**src/rtl/jump_control_seq_if.sv**
```systemverilog
// Datapath-facing bundle of the jump/branch control sequencer.
//   master : the sequencer (drives strobes and status, samples start/run/ir_in/con_ff/mem_ready)
//   slave  : datapath / controller side (drives start/run/ir_in/con_ff/mem_ready)
// Signals:
//   start, run            sequence control
//   ir_in                 instruction register contents
//   con_ff                branch condition flip-flop
//   mem_ready             memory data valid for MDR capture
//   PC_out..C_out         datapath strobes
//   link_sel, link_idx    link register write override and its index
//   op_sel                ALU operation select
//   step, busy, done, illegal, fault   status
interface jump_control_seq_if #(
   parameter int DATA_W = 32,
   parameter int ALU_W  = 5
);
   logic              start;
   logic              run;
   logic [DATA_W-1:0] ir_in;
   logic              con_ff;
   logic              mem_ready;

   logic              PC_out;
   logic              MARin;
   logic              IncPC;
   logic              Zlowin;
   logic              Zlo_out;
   logic              PCin;
   logic              Read;
   logic              MDRin;
   logic              MDR_out;
   logic              IRin;
   logic              Gra;
   logic              R_out;
   logic              Rin;
   logic              CONin;
   logic              Yin;
   logic              C_out;

   logic              link_sel;
   logic [3:0]        link_idx;
   logic [ALU_W-1:0]  op_sel;
   logic [2:0]        step;
   logic              busy;
   logic              done;
   logic              illegal;
   logic              fault;

   modport master (
      input  start, run, ir_in, con_ff, mem_ready,
      output PC_out, MARin, IncPC, Zlowin, Zlo_out, PCin, Read, MDRin, MDR_out, IRin,
      output Gra, R_out, Rin, CONin, Yin, C_out,
      output link_sel, link_idx, op_sel, step, busy, done, illegal, fault
   );

   modport slave (
      output start, run, ir_in, con_ff, mem_ready,
      input  PC_out, MARin, IncPC, Zlowin, Zlo_out, PCin, Read, MDRin, MDR_out, IRin,
      input  Gra, R_out, Rin, CONin, Yin, C_out,
      input  link_sel, link_idx, op_sel, step, busy, done, illegal, fault
   );
endinterface

```
**src/rtl/jump_control_seq.sv**
```systemverilog
// Control-step sequencer for instruction fetch and the jump/branch class (jr, jal, br).
// Drives the datapath strobes step by step from a clocked FSM, with a memory-ready wait
// in T1 bounded by MEM_TMO cycles (sticky fault on expiry) and an optional continuous-run
// mode that restarts fetch straight after DONE.
// Ports:
//   clk   system clock, rising edge
//   clr   asynchronous active-high reset
//   bus   jump_control_seq_if.master (handshake, IR, condition, strobes, status)
//
// state      | meaning
// -----------+---------------------------------------------------------------
// S_IDLE     | waiting for start (start ignored while fault is set)
// S_T0       | PC -> MAR, PC+1 -> Z
// S_T1       | Z -> PC, memory read into MDR; waits for mem_ready
// S_T2       | MDR -> IR
// S_T3       | opcode-dependent step (jr/jal/br), nothing for illegal opcodes
// S_T4_JAL   | R[ra] -> PC
// S_T4_BR    | PC -> Y
// S_T5_BR    | Y + C -> Z
// S_T6_BR    | Z -> PC when con_ff is set
// S_DONE     | done pulse
// S_DONE_ILL | done pulse with illegal
module jump_control_seq #(
   parameter int              DATA_W   = 32,
   parameter int              OP_W     = 5,
   parameter logic [OP_W-1:0] OP_BR    = 5'b10010,
   parameter logic [OP_W-1:0] OP_JAL   = 5'b10011,
   parameter logic [OP_W-1:0] OP_JR    = 5'b10100,
   parameter int              ALU_W    = 5,
   parameter logic [ALU_W-1:0] ALU_ADD = 5'b00011,
   parameter int              LINK_REG = 15,
   parameter int              MEM_TMO  = 8
) (
   input logic               clk,
   input logic               clr,
   jump_control_seq_if.master bus
);

   typedef enum logic [3:0] {
      S_IDLE,
      S_T0,
      S_T1,
      S_T2,
      S_T3,
      S_T4_JAL,
      S_T4_BR,
      S_T5_BR,
      S_T6_BR,
      S_DONE,
      S_DONE_ILL
   } state_t;

   // strobe vector bit masks
   localparam logic [15:0] M_PC_OUT  = 16'h0001;
   localparam logic [15:0] M_MARIN   = 16'h0002;
   localparam logic [15:0] M_INCPC   = 16'h0004;
   localparam logic [15:0] M_ZLOWIN  = 16'h0008;
   localparam logic [15:0] M_ZLO_OUT = 16'h0010;
   localparam logic [15:0] M_PCIN    = 16'h0020;
   localparam logic [15:0] M_READ    = 16'h0040;
   localparam logic [15:0] M_MDRIN   = 16'h0080;
   localparam logic [15:0] M_MDR_OUT = 16'h0100;
   localparam logic [15:0] M_IRIN    = 16'h0200;
   localparam logic [15:0] M_GRA     = 16'h0400;
   localparam logic [15:0] M_R_OUT   = 16'h0800;
   localparam logic [15:0] M_RIN     = 16'h1000;
   localparam logic [15:0] M_CONIN   = 16'h2000;
   localparam logic [15:0] M_YIN     = 16'h4000;
   localparam logic [15:0] M_C_OUT   = 16'h8000;

   localparam int               CNT_W = $clog2(MEM_TMO + 1);
   localparam logic [CNT_W-1:0] TMO_C = CNT_W'(MEM_TMO);

   state_t           state_q;
   state_t           state_nxt;
   logic [CNT_W-1:0] cnt_q;
   logic [CNT_W-1:0] cnt_nxt;
   logic [CNT_W-1:0] cnt_inc;
   logic             fault_set;
   logic             fault_q;

   logic [15:0]      strb_q;
   logic [ALU_W-1:0] op_sel_q;
   logic [2:0]       step_q;
   logic             busy_q;
   logic             done_q;
   logic             illegal_q;

   logic [OP_W-1:0]  opcode;
   logic             is_jr;
   logic             is_jal;
   logic             is_br;
   logic             in_t3;
   logic             in_t6;
   logic             unused_ir;

   assign opcode    = bus.ir_in[DATA_W-1 -: OP_W];
   assign unused_ir = ^bus.ir_in[DATA_W-OP_W-1:0];
   assign is_jr     = (opcode == OP_JR);
   assign is_jal    = (opcode == OP_JAL);
   assign is_br     = (opcode == OP_BR);
   assign cnt_inc   = cnt_q + CNT_W'(1);

   function automatic logic [15:0] strobes_of(input state_t s);
      logic [15:0] m;
      m = '0;
      case (s)
         S_T0:     m = M_PC_OUT | M_MARIN | M_INCPC | M_ZLOWIN;
         S_T1:     m = M_ZLO_OUT | M_PCIN | M_READ | M_MDRIN;
         S_T2:     m = M_MDR_OUT | M_IRIN;
         S_T4_JAL: m = M_GRA | M_R_OUT | M_PCIN;
         S_T4_BR:  m = M_PC_OUT | M_YIN;
         S_T5_BR:  m = M_C_OUT | M_ZLOWIN;
         S_T6_BR:  m = M_ZLO_OUT;
         default:  m = '0;
      endcase
      return m;
   endfunction

   function automatic logic [2:0] step_of(input state_t s);
      logic [2:0] t;
      case (s)
         S_T1:              t = 3'd1;
         S_T2:              t = 3'd2;
         S_T3:              t = 3'd3;
         S_T4_JAL, S_T4_BR: t = 3'd4;
         S_T5_BR:           t = 3'd5;
         S_T6_BR:           t = 3'd6;
         default:           t = 3'd0;
      endcase
      return t;
   endfunction

   always_comb begin
      state_nxt = state_q;
      cnt_nxt   = cnt_q;
      fault_set = 1'b0;
      case (state_q)
         S_IDLE: begin
            if (bus.start && !fault_q) state_nxt = S_T0;
         end
         S_T0: begin
            cnt_nxt   = '0;
            state_nxt = S_T1;
         end
         S_T1: begin
            // ready on the timeout cycle still counts as a successful read
            if (bus.mem_ready) begin
               state_nxt = S_T2;
            end else if (cnt_inc == TMO_C) begin
               fault_set = 1'b1;
               cnt_nxt   = '0;
               state_nxt = S_IDLE;
            end else begin
               cnt_nxt = cnt_inc;
            end
         end
         S_T2: state_nxt = S_T3;
         S_T3: begin
            if (is_jr)       state_nxt = S_DONE;
            else if (is_jal) state_nxt = S_T4_JAL;
            else if (is_br)  state_nxt = S_T4_BR;
            else             state_nxt = S_DONE_ILL;
         end
         S_T4_JAL: state_nxt = S_DONE;
         S_T4_BR:  state_nxt = S_T5_BR;
         S_T5_BR:  state_nxt = S_T6_BR;
         S_T6_BR:  state_nxt = S_DONE;
         S_DONE, S_DONE_ILL: state_nxt = bus.run ? S_T0 : S_IDLE;
         default:  state_nxt = S_IDLE;
      endcase
   end

   // Outputs are registered from the next state so they line up with the state register.
   always_ff @(posedge clk or posedge clr) begin
      if (clr) begin
         state_q   <= S_IDLE;
         cnt_q     <= '0;
         fault_q   <= 1'b0;
         strb_q    <= '0;
         op_sel_q  <= '0;
         step_q    <= '0;
         busy_q    <= 1'b0;
         done_q    <= 1'b0;
         illegal_q <= 1'b0;
      end else begin
         state_q   <= state_nxt;
         cnt_q     <= cnt_nxt;
         if (fault_set) fault_q <= 1'b1;
         strb_q    <= strobes_of(state_nxt);
         op_sel_q  <= (state_nxt == S_T5_BR) ? ALU_ADD : '0;
         step_q    <= step_of(state_nxt);
         busy_q    <= (state_nxt != S_IDLE);
         done_q    <= (state_nxt == S_DONE) || (state_nxt == S_DONE_ILL);
         illegal_q <= (state_nxt == S_DONE_ILL);
      end
   end

   // T3 depends on the IR that was only loaded at the end of T2, and the T6 PC load on
   // con_ff as it stands in T6, so those terms are qualified by the current state here.
   assign in_t3 = (state_q == S_T3);
   assign in_t6 = (state_q == S_T6_BR);

   assign bus.PC_out   = strb_q[0]  | (in_t3 & is_jal);
   assign bus.MARin    = strb_q[1];
   assign bus.IncPC    = strb_q[2];
   assign bus.Zlowin   = strb_q[3];
   assign bus.Zlo_out  = strb_q[4];
   assign bus.PCin     = strb_q[5]  | (in_t3 & is_jr) | (in_t6 & bus.con_ff);
   assign bus.Read     = strb_q[6];
   assign bus.MDRin    = strb_q[7];
   assign bus.MDR_out  = strb_q[8];
   assign bus.IRin     = strb_q[9];
   assign bus.Gra      = strb_q[10] | (in_t3 & (is_jr | is_br));
   assign bus.R_out    = strb_q[11] | (in_t3 & (is_jr | is_br));
   assign bus.Rin      = strb_q[12] | (in_t3 & is_jal);
   assign bus.CONin    = strb_q[13] | (in_t3 & is_br);
   assign bus.Yin      = strb_q[14];
   assign bus.C_out    = strb_q[15];

   assign bus.link_sel = in_t3 & is_jal;
   assign bus.link_idx = 4'(LINK_REG);
   assign bus.op_sel   = op_sel_q;
   assign bus.step     = step_q;
   assign bus.busy     = busy_q;
   assign bus.done     = done_q;
   assign bus.illegal  = illegal_q;
   assign bus.fault    = fault_q;

endmodule
```
**src/flat_wrapper.sv**
```systemverilog
// flat-port wrapper written by rule: the top's interface ports become plain ports
module jump_control_seq_flat 
#(
   parameter int              DATA_W   = 32,
   parameter int              OP_W     = 5,
   parameter logic [OP_W-1:0] OP_BR    = 5'b10010,
   parameter logic [OP_W-1:0] OP_JAL   = 5'b10011,
   parameter logic [OP_W-1:0] OP_JR    = 5'b10100,
   parameter int              ALU_W    = 5,
   parameter logic [ALU_W-1:0] ALU_ADD = 5'b00011,
   parameter int              LINK_REG = 15,
   parameter int              MEM_TMO  = 8
)
  (clk, clr, bus_start, bus_run, bus_ir_in, bus_con_ff, bus_mem_ready, bus_PC_out, bus_MARin, bus_IncPC, bus_Zlowin, bus_Zlo_out, bus_PCin, bus_Read, bus_MDRin, bus_MDR_out, bus_IRin, bus_Gra, bus_R_out, bus_Rin, bus_CONin, bus_Yin, bus_C_out, bus_link_sel, bus_link_idx, bus_op_sel, bus_step, bus_busy, bus_done, bus_illegal, bus_fault);
  jump_control_seq_if #(.DATA_W(DATA_W), .ALU_W(ALU_W)) bus_i ();
  input logic clk;
  input logic clr;
  input wire logic [$bits(bus_i.start)-1:0] bus_start;
  input wire logic [$bits(bus_i.run)-1:0] bus_run;
  input wire logic [$bits(bus_i.ir_in)-1:0] bus_ir_in;
  input wire logic [$bits(bus_i.con_ff)-1:0] bus_con_ff;
  input wire logic [$bits(bus_i.mem_ready)-1:0] bus_mem_ready;
  output wire logic [$bits(bus_i.PC_out)-1:0] bus_PC_out;
  output wire logic [$bits(bus_i.MARin)-1:0] bus_MARin;
  output wire logic [$bits(bus_i.IncPC)-1:0] bus_IncPC;
  output wire logic [$bits(bus_i.Zlowin)-1:0] bus_Zlowin;
  output wire logic [$bits(bus_i.Zlo_out)-1:0] bus_Zlo_out;
  output wire logic [$bits(bus_i.PCin)-1:0] bus_PCin;
  output wire logic [$bits(bus_i.Read)-1:0] bus_Read;
  output wire logic [$bits(bus_i.MDRin)-1:0] bus_MDRin;
  output wire logic [$bits(bus_i.MDR_out)-1:0] bus_MDR_out;
  output wire logic [$bits(bus_i.IRin)-1:0] bus_IRin;
  output wire logic [$bits(bus_i.Gra)-1:0] bus_Gra;
  output wire logic [$bits(bus_i.R_out)-1:0] bus_R_out;
  output wire logic [$bits(bus_i.Rin)-1:0] bus_Rin;
  output wire logic [$bits(bus_i.CONin)-1:0] bus_CONin;
  output wire logic [$bits(bus_i.Yin)-1:0] bus_Yin;
  output wire logic [$bits(bus_i.C_out)-1:0] bus_C_out;
  output wire logic [$bits(bus_i.link_sel)-1:0] bus_link_sel;
  output wire logic [$bits(bus_i.link_idx)-1:0] bus_link_idx;
  output wire logic [$bits(bus_i.op_sel)-1:0] bus_op_sel;
  output wire logic [$bits(bus_i.step)-1:0] bus_step;
  output wire logic [$bits(bus_i.busy)-1:0] bus_busy;
  output wire logic [$bits(bus_i.done)-1:0] bus_done;
  output wire logic [$bits(bus_i.illegal)-1:0] bus_illegal;
  output wire logic [$bits(bus_i.fault)-1:0] bus_fault;
  assign bus_i.start = bus_start;
  assign bus_i.run = bus_run;
  assign bus_i.ir_in = bus_ir_in;
  assign bus_i.con_ff = bus_con_ff;
  assign bus_i.mem_ready = bus_mem_ready;
  assign bus_PC_out = bus_i.PC_out;
  assign bus_MARin = bus_i.MARin;
  assign bus_IncPC = bus_i.IncPC;
  assign bus_Zlowin = bus_i.Zlowin;
  assign bus_Zlo_out = bus_i.Zlo_out;
  assign bus_PCin = bus_i.PCin;
  assign bus_Read = bus_i.Read;
  assign bus_MDRin = bus_i.MDRin;
  assign bus_MDR_out = bus_i.MDR_out;
  assign bus_IRin = bus_i.IRin;
  assign bus_Gra = bus_i.Gra;
  assign bus_R_out = bus_i.R_out;
  assign bus_Rin = bus_i.Rin;
  assign bus_CONin = bus_i.CONin;
  assign bus_Yin = bus_i.Yin;
  assign bus_C_out = bus_i.C_out;
  assign bus_link_sel = bus_i.link_sel;
  assign bus_link_idx = bus_i.link_idx;
  assign bus_op_sel = bus_i.op_sel;
  assign bus_step = bus_i.step;
  assign bus_busy = bus_i.busy;
  assign bus_done = bus_i.done;
  assign bus_illegal = bus_i.illegal;
  assign bus_fault = bus_i.fault;
  jump_control_seq #(.DATA_W(DATA_W), .OP_W(OP_W), .OP_BR(OP_BR), .OP_JAL(OP_JAL), .OP_JR(OP_JR), .ALU_W(ALU_W), .ALU_ADD(ALU_ADD), .LINK_REG(LINK_REG), .MEM_TMO(MEM_TMO)) u_core (.clk(clk), .clr(clr), .bus(bus_i));
endmodule
```
**config.mk**
```make
export PLATFORM = sky130hd
export DESIGN_NAME = jump_control_seq_flat
export DESIGN_NICKNAME = d
export VERILOG_FILES = /design/src/rtl/jump_control_seq_if.sv /design/src/rtl/jump_control_seq.sv /design/src/flat_wrapper.sv
export SDC_FILE = /design/constraint.sdc
export NUM_CORES = 1
export LEC_CHECK = 0
export ABC_CLOCK_PERIOD_IN_PS = 1750
export CAP_MARGIN = 20
export CELL_PAD_IN_SITES_DETAIL_PLACEMENT = 1
export CELL_PAD_IN_SITES_GLOBAL_PLACEMENT = 1
export CORE_MARGIN = 5
export CORE_UTILIZATION = 26
export DETAILED_ROUTE_END_ITERATION = 8
export PLACE_DENSITY_LB_ADDON = 0.1
export SETUP_SLACK_MARGIN = 0.4
export SLEW_MARGIN = 20
export SYNTH_ARGS = -nofsm -noshare
export SYNTH_HDL_FRONTEND = slang
export SYNTH_SLANG_ARGS = --single-unit
export TNS_END_PERCENT = 1
```
**constraint.sdc**
```tcl
create_clock -name clk -period 1.75 [get_ports clk]
set_clock_uncertainty 0.1 [all_clocks]
set_input_delay 0.2625 -clock clk [delete_from_list [all_inputs] [get_ports clk]]
set_output_delay 0.2625 -clock clk [all_outputs]
set_load 0.03 [all_outputs]
```
# Word-level counts from Yosys, hierarchy flattened
# Cells that the tools add are included.
dict set report totals {
  word_cells 75
  out_inout_bits 33
  in_bits 38
  ff_bits 36
}
dict set report classes {
  n_bitwise 13
  n_addsub 1
  mux 17
  reduce_logical 10
  eq_ne 25
}
# operator count
set op_table {}
lappend op_table {{case mux 16 bit (7 select lines)} 1}
lappend op_table {{case mux 4 bit (9 select lines)} 1}
lappend op_table {{== test 4 x 3 -> 1 bit (second input constant)} 8}
lappend op_table {{two-way mux 4 bit} 8}
lappend op_table {{== test 4 bit (second input constant)} 7}
lappend op_table {{case mux 3 bit (6 select lines)} 1}
lappend op_table {{== test 4 x 2 -> 1 bit (second input constant)} 4}
lappend op_table {{== test 5 bit (second input constant)} 3}
lappend op_table {{== test 4 x 1 -> 1 bit (second input constant)} 2}
lappend op_table {{bitwise OR 1 bit} 8}
lappend op_table {{case mux 4 bit (2 select lines)} 1}
lappend op_table {{OR reduction 2 bit} 3}
lappend op_table {{bitwise AND 1 bit} 5}
lappend op_table {{adder 4 x 1 -> 4 bit (second input constant)} 1}
lappend op_table {{zero test 4 bit} 1}
lappend op_table {{two-way mux 1 bit} 4}
lappend op_table {{nonzero test 4 bit} 1}
lappend op_table {{two-way mux 2 bit} 1}
lappend op_table {{!= test 2 bit (second input constant)} 1}
lappend op_table {{AND reduction 2 bit} 1}
lappend op_table {{nonzero test 2 bit} 1}
lappend op_table {{logical AND 1 bit} 1}
lappend op_table {{zero test 1 bit} 1}
lappend op_table {{logical OR 1 bit} 1}

# Depth between registers and ports, before layout
dict set report depth {
  ltp_word 8
  ltp_mapped 7
  mapped_depth_nobuf 6
}

# Worst setup path before layout
# Ideal clock, no wire load.
dict set report synth_timing {
  kind {register -> output}
  from {reg u_core.state_q[1]}
  to {out bus_R_out}
  path_slack_ns -0.415
  stages_incl_launch_ff 6
  t_arrival_ns 1.803
  required_time_ns 1.387
  n_path_buf 2
  cell_sequence {dfrtp_1 > buf_6 > or4b_1 > nor3_1 > a21o_1 > buf_4}
}
dict set report synth_via {
  elab_chain_cells 3
}
# element line
set synth_rtl {}
lappend synth_rtl {{from (decl)} jump_control_seq.sv:74} ;# state_t state_q;
lappend synth_rtl {{from (signal assigned)} jump_control_seq.sv:187} ;# state_q <= state_nxt;
lappend synth_rtl {{== test 4 x 3 -> 1 bit} jump_control_seq.sv:201} ;# assign in_t3 = (state_q == S_T3);
lappend synth_rtl {{bitwise AND 1 bit} jump_control_seq.sv:215} ;# assign bus.R_out = strb_q[11] | (in_t3 & (is_jr | is_br));
lappend synth_rtl {{bitwise OR 1 bit} jump_control_seq.sv:215}
lappend synth_rtl {{to (decl)} flat_wrapper.sv:34} ;# output wire logic [$bits(bus_i.R_out)-1:0] bus_R_out;
# Every way passes these cells.

# Final worst setup path
dict set report layout_timing {
  from {reg u_core.state_q[3]}
  to {out bus_PCin}
}
dict set report layout_via {
  elab_chain_cells 4
  word_cells_on_any_way 6
  classes_between {2 x eq/ne; 4 x bitwise}
}
# element line
set layout_rtl {}
lappend layout_rtl {{== test 4 x 3 -> 1 bit} jump_control_seq.sv:201}
lappend layout_rtl {{bitwise AND 1 bit} jump_control_seq.sv:209} ;# assign bus.PCin = strb_q[5] | (in_t3 & is_jr) | (in_t6 & bus.con_ff);
lappend layout_rtl {{bitwise OR 1 bit} jump_control_seq.sv:209}
lappend layout_rtl {{bitwise OR 1 bit *} jump_control_seq.sv:209}
lappend layout_rtl {{to (decl)} flat_wrapper.sv:28} ;# output wire logic [$bits(bus_i.PCin)-1:0] bus_PCin;
# Mark *: on every way between the ends. The rest lies on a longest branch, timed or not.

==> flow_metrics.tcl <==
set metrics [dict create \
    synth_edf_count 0 \
    final_common_cell "buf_4" \
    setup_viol 18 \
    hold_viol_final 0 \
    power_frac_clock_pct 10.1 \
    synth_area_um2 1490 \
    postPlaceCellArea_um2 2090 \
    num-nets-final 260 \
    drc 0 \
    power_switching_mw 1.74 \
    area_growth_syn_to_layout_pct 51.4 \
    drive_gt1_share_pct 43.2 \
    yosysWarnings 0 \
    cts-root-buf "clkbuf_8" \
    min_period_over_period_pct 120 \
    power_density_nw_per_um2 1780 \
    overflow 0 \
    violations "negative setup slack" \
    drv_slew 0 \
    cts_buffers 3 \
    die-area_um2 7320 \
    finalPower_mw 4.00 \
    crit_path_start_kind "flop" \
    drtIter0Drc 31 \
    cts.sinks 26 \
    die_x_um 85.6 \
    pin_count 71 \
    max_freq_mhz 478 \
    cts_max_path_buffers 2 \
    grt_pass1_vias 1476 \
    placedCellCount 286 \
    via_per_inst 4.62 \
    clk_pin_slew_ns 0.09 \
    rr_worst_depth 7 \
    vdd_drop_max_mv 0.519 \
    vias 1348 \
    period_minus_slack_ns 2.09 \
    port_buffers 36 \
    gp_congestion 0.738 \
    fin_cells 292 \
    critPathArrivalTime_ns 1.73 \
    power_leakage_nw 1.08 \
    post_drt_wl_per_cell_um 14.5 \
    first_pass_iters 4 \
    worstPathRequired_ns 1.39 \
    diodes 0 \
    fin_setup_tns_ns -3.13 \
    globalRouteTotalUtil_pct 12.4 \
    routed_wl_um 4250 \
    rsz0062_at_grt "yes" \
    grt_pass1_wl_um 7170 \
    pwr-share-comb_pct 66.8 \
    critPathKind "reg -> out" \
    avgSynthCellArea_um2 9.40 \
    place_hpwl_um 3320 \
    outcome "complete, but fails checks" \
    yosysSeqAreaShare_pct 43.8 \
    synth_ff_type "dfrtp_1" \
    ctsHtreeMaxLevel 1 \
    antenna_found_initial 0 \
    die_h_um 85.6 \
    seqPwrFrac_pct 23.1 \
    synthArstFlopShare_pct 100 \
    grt_max_degree 27 \
    ys_seq_elements 26 \
    ant_nets 0 \
    final_design_area_no_fill_um2 2250 \
    core_area_um2 5540 \
    synth.distinct_cells 49 \
    cp_max_fo 2 \
    clock_latency_ns 0.28 \
    p_int_mw 2.26 \
    rows 27 \
    maxCapViolCount 0 \
    switching_share_pct 43.5 \
    fin_util_pct 40.6 \
    cts_tree "yes" \
    hold_path.class "in -> async" \
    initial_core_util_pct 26.8 \
    mostFrequentLayoutCells "buf_4, dfrtp_1, nand2_1" \
    setup_ws_ns -0.344 \
    postSynthCellCount 158 \
    end_kind "output pin" \
]
==> final cells by class <==
class | instances | area (um2)
multi-input combinational | 110 | 781
timing repair buffer | 72 | 639
sequential | 26 | 653
inverter | 8 | 30.0
fill | 656 | 3290
clock buffer | 4 | 55.1
tap | 72 | 90.1
==> worst max-delay path: stages (launching register included) <==
cell and delay [ns]:
dfrtp_1 0.43, or4b_4 0.56, nor3_4 0.14, nand3b_1 0.11
nand2_1 0.08, buf_6 0.13
==> cells in the mapped netlist, types with 2 or more instances <==
cell        n  area, um2
a21o_1      2       15.0
and2_1      3       18.8
buf_6       2       22.5
nor2b_1     3       18.8
mux2i_1     2       20.0
nand2_1    14       52.6
nand2b_1    5       31.3
conb_1      2       7.51
dfrtp_1    26        651
nor3_1      3       15.0
nor2_1     14       52.6
a21oi_1     9       45.0
nand3_1     4       20.0
nand3b_1    5       37.5
o211ai_1    2       15.0
o22ai_1     2       12.5
a2bb2oi_1   2       17.5
o21ai_0     7       35.0
buf_4      14        105
inv_1       8       30.0
==> flip-flops by register name, summed over array words and instances, names as in the netlist <==
signal              count
u_core.strb_q          10
u_core.bus.step         3
u_core.bus.busy         1
u_core.state_q          4
u_core.cnt_q            4
u_core.bus.done         1
u_core.bus.fault        1
u_core.bus.illegal      1
u_core.bus.op_sel       1
==> power by group through the flow <==
stage               clock network [mW]  registers, mW  logic (mW)
floorplan                            0           1.12        1.32
global placement                     0          0.943        2.48
finish                           0.403          0.924        2.67
global route                     0.455          0.953        2.90
detailed placement                   0          0.954        2.51
CTS                              0.419          0.930        2.70
==> per-stage QoR <==
stage	hold WS (ns)	worst slack (ns)
after floorplan	0.203	-0.240
after global placement	0.398	-0.323
after detailed placement	0.404	-0.364
after CTS	0.253	-0.365
after global routing	0.276	-0.441
final	0.242	-0.344
==> path summary, 6_finish.rpt <==
path | start | endpoint | slack (ns)
worst max-delay path | u_core.state_q[3] | bus_PCin | -0.34
worst min-delay path | clr | u_core.bus.done | 0.24
worst max register to register | u_core.state_q[3] | u_core.bus.step[0] | -0.26
worst min register to register | u_core.bus.fault | u_core.bus.fault | 0.42
max in group asynchronous | clr | u_core.state_q[0] | 1.03
min in group clk | u_core.bus.fault | u_core.bus.fault | 0.42
==> kinds of logic after synthesis <==
group / count (synthesis) / synth area share (%)
compound gates: 36 / 17.2
fa+ha+maj: 1 / 0.842
xor+xnor: 2 / 1.18
simple gates: 62 / 23.7
mux: 2 / 1.35
flops: 26 / 43.8
buf+inv: 27 / 11.5
other cells: 2 / 0.506
==> repair_timing <==
action,in CTS,in global routing
pin swaps,8,6
gates resized for setup,83,21
buffers inserted,2,0
hold buffers,0,0
endpoints found under the setup margin,50,39
==> layer usage <==
| metal | up-vias | wire, um | global-route usage (%) |
|---|---|---|---|
| met3 | 9 | 176 | 2.31 |
| met2 | 32 | 2050 | 20.5 |
| met1 | 660 | 1900 | 15.5 |
| met4 | 0 | 119 | 6.04 |
| met5 | - | 0 | 0 |
| li1 | 647 | - | - |
No activity file was read; power rests on OpenSTA's default activity.
